--- src/rtl/dbg_wb_trace.sv ---
// Writeback-trace transmitter: buffers register-write events in a FIFO and
// serialises each one into a 5-beat 32-bit valid/ready packet; overflow drops and counts.
module dbg_wb_trace #(
    parameter int DEPTH = 8
) (
    input  logic        clk,
    input  logic        rst_n,
    input  logic        wb_valid,
    input  logic [63:0] wb_pc,
    input  logic [4:0]  wb_rd,
    input  logic [63:0] wb_data,
    output logic        tr_valid,
    input  logic        tr_ready,
    output logic [31:0] tr_data,
    output logic        tr_last,
    output logic [15:0] drop_cnt,
    output logic        busy
);
    localparam int PTR_W = $clog2(DEPTH);
    localparam logic [PTR_W:0] FULL_CNT = (PTR_W+1)'(DEPTH);

    typedef struct packed {
        logic [15:0] seq;
        logic [4:0]  rd;
        logic [63:0] pc;
        logic [63:0] data;
    } event_t;

    typedef enum logic {IDLE, SEND} state_t;

    event_t           mem [DEPTH];
    logic [PTR_W-1:0] wr_ptr, rd_ptr;
    logic [PTR_W:0]   count;
    event_t           hr;
    logic [2:0]       beat;
    logic [15:0]      seq;
    state_t           state, state_nxt;
    logic             fifo_empty, event_in, push, pop, fire;

    function automatic logic [31:0] beat_word(input event_t e, input logic [2:0] b);
        case (b)
            3'd0:    beat_word = {e.seq, 3'b000, e.rd, 8'hA5};
            3'd1:    beat_word = e.pc[31:0];
            3'd2:    beat_word = e.pc[63:32];
            3'd3:    beat_word = e.data[31:0];
            default: beat_word = e.data[63:32];
        endcase
    endfunction

    assign fifo_empty = (count == '0);
    assign event_in   = wb_valid && (wb_rd != 5'd0);
    // A pop in the same cycle frees a slot, so a full FIFO still accepts.
    assign push       = event_in && ((count != FULL_CNT) || pop);

    // NOTE: state registers use non-blocking assignments so every flop samples pre-edge values.
    always_ff @(posedge clk or negedge rst_n) begin
        if (!rst_n) state <= IDLE;
        else        state <= state_nxt;
    end

    // NOTE: defaults first in every always_comb so no path leaves a signal unassigned (no latches).
    always_comb begin
        state_nxt = state;
        case (state)
            IDLE: if (!fifo_empty) state_nxt = SEND;
            SEND: if (fire && beat == 3'd4 && fifo_empty) state_nxt = IDLE;
            default: state_nxt = IDLE;
        endcase
    end

    always_comb begin
        fire = (state == SEND) && tr_ready;
        pop  = !fifo_empty && ((state == IDLE) || (fire && beat == 3'd4));
    end

    always_ff @(posedge clk or negedge rst_n) begin
        if (!rst_n) begin
            wr_ptr <= '0;
            rd_ptr <= '0;
            count  <= '0;
        end else begin
            if (push) wr_ptr <= wr_ptr + 1'b1;
            if (pop)  rd_ptr <= rd_ptr + 1'b1;
            case ({push, pop})
                2'b10:   count <= count + 1'b1;
                2'b01:   count <= count - 1'b1;
                default: count <= count;
            endcase
        end
    end

    // NOTE: the storage array is not reset; pointers and count alone define validity.
    always_ff @(posedge clk) begin
        if (push) mem[wr_ptr] <= '{seq: seq, rd: wb_rd, pc: wb_pc, data: wb_data};
    end

    always_ff @(posedge clk or negedge rst_n) begin
        if (!rst_n) begin
            hr       <= '0;
            beat     <= '0;
            seq      <= '0;
            drop_cnt <= '0;
            tr_data  <= '0;
            tr_last  <= 1'b0;
        end else begin
            if (event_in) seq <= seq + 16'd1;
            if (event_in && !push && drop_cnt != 16'hFFFF) drop_cnt <= drop_cnt + 16'd1;
            if (pop) begin
                hr      <= mem[rd_ptr];
                beat    <= 3'd0;
                tr_data <= beat_word(mem[rd_ptr], 3'd0);
                tr_last <= 1'b0;
            end else if (fire && beat != 3'd4) begin
                beat    <= beat + 3'd1;
                tr_data <= beat_word(hr, beat + 3'd1);
                tr_last <= (beat == 3'd3);
            end else if (fire) begin
                tr_data <= '0;
                tr_last <= 1'b0;
            end
        end
    end

    assign tr_valid = (state == SEND);
    assign busy     = !fifo_empty || (state == SEND);

endmodule
--- config.mk ---
export PLATFORM = sky130hd
export DESIGN_NAME = dbg_wb_trace
export DESIGN_NICKNAME = d
export VERILOG_FILES = /design/src/rtl/dbg_wb_trace.sv
export SDC_FILE = /design/constraint.sdc
export NUM_CORES = 2
export LEC_CHECK = 0
export ABC_CLOCK_PERIOD_IN_PS = 23200
export CAP_MARGIN = 15
export CORE_MARGIN = 2
export CORE_UTILIZATION = 45
export CTS_BUF_LIST = sky130_fd_sc_hd__clkbuf_2
export DETAILED_ROUTE_END_ITERATION = 8
export GPL_TIMING_DRIVEN = 0
export HOLD_SLACK_MARGIN = 0.06
export SYNTH_ARGS = -nofsm -noshare
export SYNTH_HDL_FRONTEND = slang
export SYNTH_SLANG_ARGS = --single-unit
--- constraint.sdc ---
create_clock -name clk -period 23.2 [get_ports clk]
set_clock_uncertainty 0.2 [all_clocks]
set_input_delay 6.96 -clock clk [delete_from_list [all_inputs] [get_ports clk]]
set_output_delay 6.96 -clock clk [all_outputs]
set_load 0.005 [all_outputs]
* Word-level counts from Yosys, hierarchy flattened
Memory sizes are Yosys's and may differ from the RTL's. Cells that the tools add are included.
Word-level totals: register bits after elaboration 228, RAM bits 1192, word-level logic and storage cells 67, memories 1
Memories:
- mem | depth 8, bits a word 149, read ports 1, clocked after Yosys merged registers in 0, wr ports 1, RTL line 31 | event_t mem [DEPTH];
Operators by class: multiplexer cells 15, equality and inequality tests 10, reduce and logical (&&, ||, !) cells 20, bitwise operators 1, add/sub/neg operators 7
Operators by type and width (number):
- 32-bit one-hot mux with 4 select lines | 1
- 32-bit 2-to-1 mux | 3
- 16-bit by 1-bit adder with 16-bit output (second input constant) | 2
- 16-bit != test (second input constant) | 1
- 3-bit by 1-bit adder with 3-bit output (second input constant) | 3
- 3-bit by 2-bit == test with 1-bit output (second input constant) | 3
- 1-bit logical AND | 9
- 4-bit one-hot mux with 2 select lines | 1
- 1-bit 2-to-1 mux | 7
- 3-bit 2-to-1 mux | 2
- 5-bit nonzero test | 1
- 4-bit by 1-bit adder with 4-bit output (second input constant) | 1
- 4-bit zero test | 1
- 4-bit != test (second input constant) | 1
- 2-bit nonzero test | 2
- 4-bit by 1-bit subtractor with 4-bit output (second input constant) | 1
- 3-bit by 1-bit == test with 1-bit output (second input constant) | 1
- 3-bit == test (second input constant) | 1
- 3-bit zero test | 1
- 1-bit logical OR | 3
- 3-bit != test (second input constant) | 1
- 3-bit nonzero test | 1
- 2-bit by 1-bit == test with 1-bit output (second input constant) | 1
- 2-bit == test (second input constant) | 1
- 3 further kinds | 4

* Logic depth before layout (Yosys ltp)
depth in word-level cells 9, mapped depth 13, gate-level depth less buffers 12

* Worst setup path after synthesis
No wires, ideal clock.
path kind input -> register, start point input port tr_ready, end point memory mem[0][0] (netlist bit), enable pin, buffers on the path 0, setup slack 0.358 ns, cell stages on the path 4, arrival 21.620 ns, path through nand3_1 > nand4_1 > nand2_1 > nor4_1
Between the ends: longest elaborated chain between the ends 8
Ends and longest elaborated chain:
- from (decl) | RTL line 13 | input logic tr_ready,
- 1-bit logical AND | RTL line 72 | fire = (state == SEND) && tr_ready;
- 1-bit logical AND | RTL line 73 | pop = !fifo_empty && ((state == IDLE) || (fire && beat == 3'd4));
- 1-bit logical OR | RTL line 73
- 1-bit logical AND | RTL line 73
- 1-bit logical OR | RTL line 53 | assign push = event_in && ((count != FULL_CNT) || pop);
- 1-bit logical AND | RTL line 53
- 1-bit 2-to-1 mux | RTL line 94 | if (push) mem[wr_ptr] <= '{seq: seq, rd: wb_rd, pc: wb_pc, data: wb_data};
- 1-bit 2-to-1 mux (not written as such) | RTL line 94
- to (decl) | RTL line 31
Every way passes these cells.

* Worst setup path after layout
start point register count[1], end point output port busy
Between the ends: longest elaborated chain between the ends 3
Ends and longest elaborated chain:
- from (decl) | RTL line 33 | logic [PTR_W:0] count;
- from (signal assigned) | RTL line 85 | 2'b10: count <= count + 1'b1;
- from (signal assigned) | RTL line 86 | 2'b01: count <= count - 1'b1;
- from (signal assigned) | RTL line 87 | default: count <= count;
- 4-bit zero test | RTL line 50 | assign fifo_empty = (count == '0);
- 1-bit zero test | RTL line 125 | assign busy = !fifo_empty || (state == SEND);
- 1-bit logical OR | RTL line 125
- to (decl) | RTL line 17 | output logic busy
Every way passes these cells.

==> flow_summary.rst <==
.. list-table::
   :header-rows: 1

   * - Metric
     - Value
   * - Post-detailed-route DRC marker count
     - 0
   * - Clock-pin slew on the worst setup and hold paths
     - 0.09 ns
   * - Capture point of the critical path
     - busy
   * - Internal power
     - 4.91 mW
   * - Via count normalized by instance count
     - 5.52
   * - Sequential area share after synthesis
     - 0.767
   * - Switching part of the total
     - 0.344
   * - Fin. max-slew vios
     - 0
   * - Number of nets produced by synthesis
     - 2802
   * - Via count of the first global-routing pass
     - 29.7k
   * - Data required time of the critical path
     - 16.04 ns
   * - Final setup violation count
     - 0
   * - Worst IR drop on VDD
     - 67.3 uV
   * - Post-detailed-routing wire length
     - 138 mm
   * - Count of mapped cells out of synthesis
     - 2652
   * - Data arrival time of the worst path
     - 3.70 ns
   * - TritonCTS clock tree
     - done
   * - Synth warnings
     - 0
   * - Number of placement rows
     - 127
   * - Crit share post-route
     - 0.468
   * - Largest fanout of any net on the critical path
     - 6
   * - Worst setup path class
     - flop to output port
   * - Grt ovf
     - 0
   * - Final #Nets
     - 3494
   * - Capture point of the worst reg-to-reg path
     - mem[4][26]
   * - Clock Path Buffers
     - 4
   * - Worst setup SP type
     - flop
   * - Layout cell share with drive strength beyond 1
     - 0.297
   * - Core Box Area
     - 120000 um2
   * - Yosys reg bits
     - 1420
   * - Boundary pin count
     - 188
   * - Slew at the pin closest to its max-slew limit
     - 1.12 ns
   * - Max-capacitance violation count
     - 0
   * - Clock network fraction of design power
     - 0.221
   * - Maximum number of pins on one net before global-route repair
     - 132
   * - Final critical delay including setup and external delays
     - 10.86 ns
   * - Number of synthesized flops with an enable pin
     - 1192
   * - Worst hold margin
     - 0.287 ns
   * - Number of I/O port buffers
     - 187
   * - First-pass iteration count of the detailed router
     - 7
   * - Clock insertion delay at the later pin of the skew report
     - 1.66 ns
   * - Largest area contributor in the synthesized netlist
     - sky130_fd_sc_hd__edfxtp_1
   * - Register-to-register path setup slack
     - 18.56 ns
   * - Overall die width
     - 351 um
   * - H-Tree Level Count
     - 5
   * - Initial antenna violation count
     - 24
   * - Area fraction of the dominant cell type after synthesis
     - 0.661
   * - Buffer count from post-CTS setup fixing
     - 0
   * - Routability cong.
     - 0.881
   * - Max Clock Freq
     - 92.1 MHz
   * - Placed inst area
     - 59700 um2
   * - Mean post-synth cell area
     - 20.4 um2
   * - Initial core utilization
     - 0.452
   * - Finished Core Util
     - 0.526
   * - Setup repair after global routing missed its margin
     - no
   * - Cell types occupying the most area after synthesis
     - sky130_fd_sc_hd__edfxtp_1 66%, sky130_fd_sc_hd__mux4_2 12%, sky130_fd_sc_hd__dfrtp_1 11%
   * - Leakage
     - 22.0 nW
   * - Worst rel slew slack
     - 0.253
   * - Number of distinct library cells after synthesis
     - 47
   * - Hold path cells
     - 2
   * - Height of the chip
     - 351 um
   * - Routed vias
     - 28.8k
   * - Hold crit path type
     - flop to flop
   * - Number of cell instances on the worst register-to-register path
     - 15
   * - Overall die area
     - 123000 um2
   * - Area added between synthesis and finish
     - 16.3%
   * - Critical register-to-register path startpoint
     - beat[0]
   * - Number of buffers inserted for hold repair after clock tree synthesis
     - 0
   * - First DRT Iteration DRCs
     - 2836
   * - Clock net sink count
     - 1420
   * - Fin area
     - 62900 um2
   * - Wire per inst
     - 26.4 um
   * - HPWL after detailed placement
     - 95.0 mm
   * - Netlist area before placement
     - 54100 um2
   * - Power share of the combinational group
     - 0.313
   * - Ys flop type
     - sky130_fd_sc_hd__edfxtp_1
   * - Share of power burned in registers
     - 0.465
   * - Wire length of the first global-routing pass
     - 200 mm
   * - Critical Path End Type
     - output port
   * - Post-CTS sizing
     - 0
   * - Start point of the critical path
     - count[1]
   * - Root buffer cell
     - sky130_fd_sc_hd__clkbuf_2
   * - Outcome
     - finished clean
   * - All-Layer GR Usage
     - 0.227
   * - Post-route ant nets
     - 0
   * - Async set or reset register ratio after synthesis
     - 0.161
   * - Psw
     - 2.58 mW
   * - TritonCTS buffer count
     - 368
   * - Hold Violations, Final
     - 0
   * - Total power divided by cell area
     - 119 nW/um2
-- metal layers --
metal	share of wire	global-route usage
met2	0.49	0.362
met4	0.022	0.0708
met5	0.00063	0
met3	0.074	0.0611
met1	0.41	0.306
-- layout make-up --
class                      count  area (um2)
antenna                       13        32.5
buffer                       146         684
clock buffer                 530        2650
clock inverter                96         533
fill                        9629       56700
inverter                       9        33.8
multi-input combinational   1077       12000
sequential                  1420       41500
tap                         1612        2020
timing repair buffer         322        3520
-- sequential cells by signal, indices dropped and copies added (netlist names) --
register	cells
beat	3
count	4
drop_cnt	16
hr	149
mem	1192
rd_ptr	3
seq	16
tr_data	32
tr_last	1
tr_valid	1
wr_ptr	3
-- logic make-up (layout without fill, tap and decap cells) --
| kind of cell | count (synthesis) | count (layout) | synth area share |
|---|---|---|---|
| buf+inv | 155 | 1103 | 0.0132 |
| simple gates | 288 | 288 | 0.0232 |
| compound gates | 292 | 292 | 0.0362 |
| xor+xnor | 36 | 36 | 0.00582 |
| fa+ha+maj | 13 | 13 | 0.00314 |
| other cells | 0 | 13 | 0 |
| flops | 1420 | 1420 | 0.767 |
| mux | 448 | 448 | 0.152 |
-- synth_stat cells (all sizes together), types with 2 or more instances --
cell,number
o21ai,143
o22a,4
nand2b,3
or3,2
clkbuf,59
a222oi,7
a221o,21
xor2,8
nand2,191
dfrtp,228
ha,12
nor4,5
a22oi,50
nor2,31
inv,9
and3,7
xnor2,28
nand3,18
nor3,7
nor2b,9
mux4,298
a22o,22
o21a,3
a21oi,14
mux2i,149
nand4,12
edfxtp,1192
a21o,22
buf,87
-- worst min-delay path by stage --
| stage | from | slack [ns] | endpoint |
|---|---|---|---|
| after floorplan | hr[77] | 0.25 | hr[77] |
| after global placement | hr[129] | 0.26 | hr[129] |
| after detailed placement | hr[135] | 0.27 | hr[135] |
| after CTS | hr[135] | 0.28 | hr[135] |
| after global routing | hr[145] | 0.32 | hr[145] |
| final | hr[19] | 0.29 | hr[19] |
-- critical path: stages (launching register included) --
cell                              delay [ns]
sky130_fd_sc_hd__dfrtp_1                0.45
sky130_fd_sc_hd__nor4_1                 0.52
sky130_fd_sc_hd__clkbuf_2               0.30
sky130_fd_sc_hd__nand2_1                0.25
sky130_fd_sc_hd__clkdlybuf4s50_1        0.52
-- cell usage in the layout, fill, tap and decap left out, types with 6 or more instances in the layout --
master and instances:
sky130_fd_sc_hd__edfxtp_1 1192, sky130_fd_sc_hd__clkbuf_2 532, sky130_fd_sc_hd__mux4_2 298, sky130_fd_sc_hd__dfrtp_1 228
sky130_fd_sc_hd__nand2_1 191, sky130_fd_sc_hd__clkdlybuf4s50_1 186, sky130_fd_sc_hd__mux2i_1 149, sky130_fd_sc_hd__o21ai_0 140
sky130_fd_sc_hd__buf_6 74, sky130_fd_sc_hd__clkinv_1 74, sky130_fd_sc_hd__clkbuf_1 58, sky130_fd_sc_hd__a22oi_1 50
sky130_fd_sc_hd__buf_2 48, sky130_fd_sc_hd__buf_4 43, sky130_fd_sc_hd__xnor2_1 28, sky130_fd_sc_hd__nor2_1 28
sky130_fd_sc_hd__buf_1 24, sky130_fd_sc_hd__a22o_1 22, sky130_fd_sc_hd__a21o_1 22, sky130_fd_sc_hd__a221o_1 21
sky130_fd_sc_hd__buf_12 19, sky130_fd_sc_hd__nand3_1 18, sky130_fd_sc_hd__a21oi_1 14, sky130_fd_sc_hd__diode_2 13
sky130_fd_sc_hd__nand4_1 12, sky130_fd_sc_hd__ha_1 12, sky130_fd_sc_hd__clkinv_2 12, sky130_fd_sc_hd__buf_8 11
sky130_fd_sc_hd__inv_1 9, sky130_fd_sc_hd__nor2b_1 9, sky130_fd_sc_hd__xor2_1 8, sky130_fd_sc_hd__and3_1 7
sky130_fd_sc_hd__a222oi_1 7, sky130_fd_sc_hd__bufinv_16 6
-- metrics by stage --
| step | power [mW] | setup slack [ns] | setup TNS [ns] | cells |
|---|---|---|---|---|
| floorplan | 4.93 | 0.358 | 0 | 2652 |
| global placement | 5.98 | -17.59 | -7960.76 | 4451 |
| detailed placement | 5.91 | 11.74 | 0 | 4585 |
| CTS | 7.57 | 11.56 | 0 | 5211 |
| global route | 7.86 | 12.12 | 0 | 5218 |
| finish | 7.48 | 12.34 | 0 | 5225 |
-- power by group through the flow --
stage	registers [mW]	logic, mW	clock network (mW)
2_1_floorplan	3.52	1.41	0
3_5_place_dp	3.53	2.37	0
6_report	3.48	2.34	1.66
3_3_place_gp	3.76	2.22	0
5_1_grt	3.52	2.50	1.84
4_1_cts	3.48	2.38	1.71
Note: power is estimated with default switching activity, not from simulation.
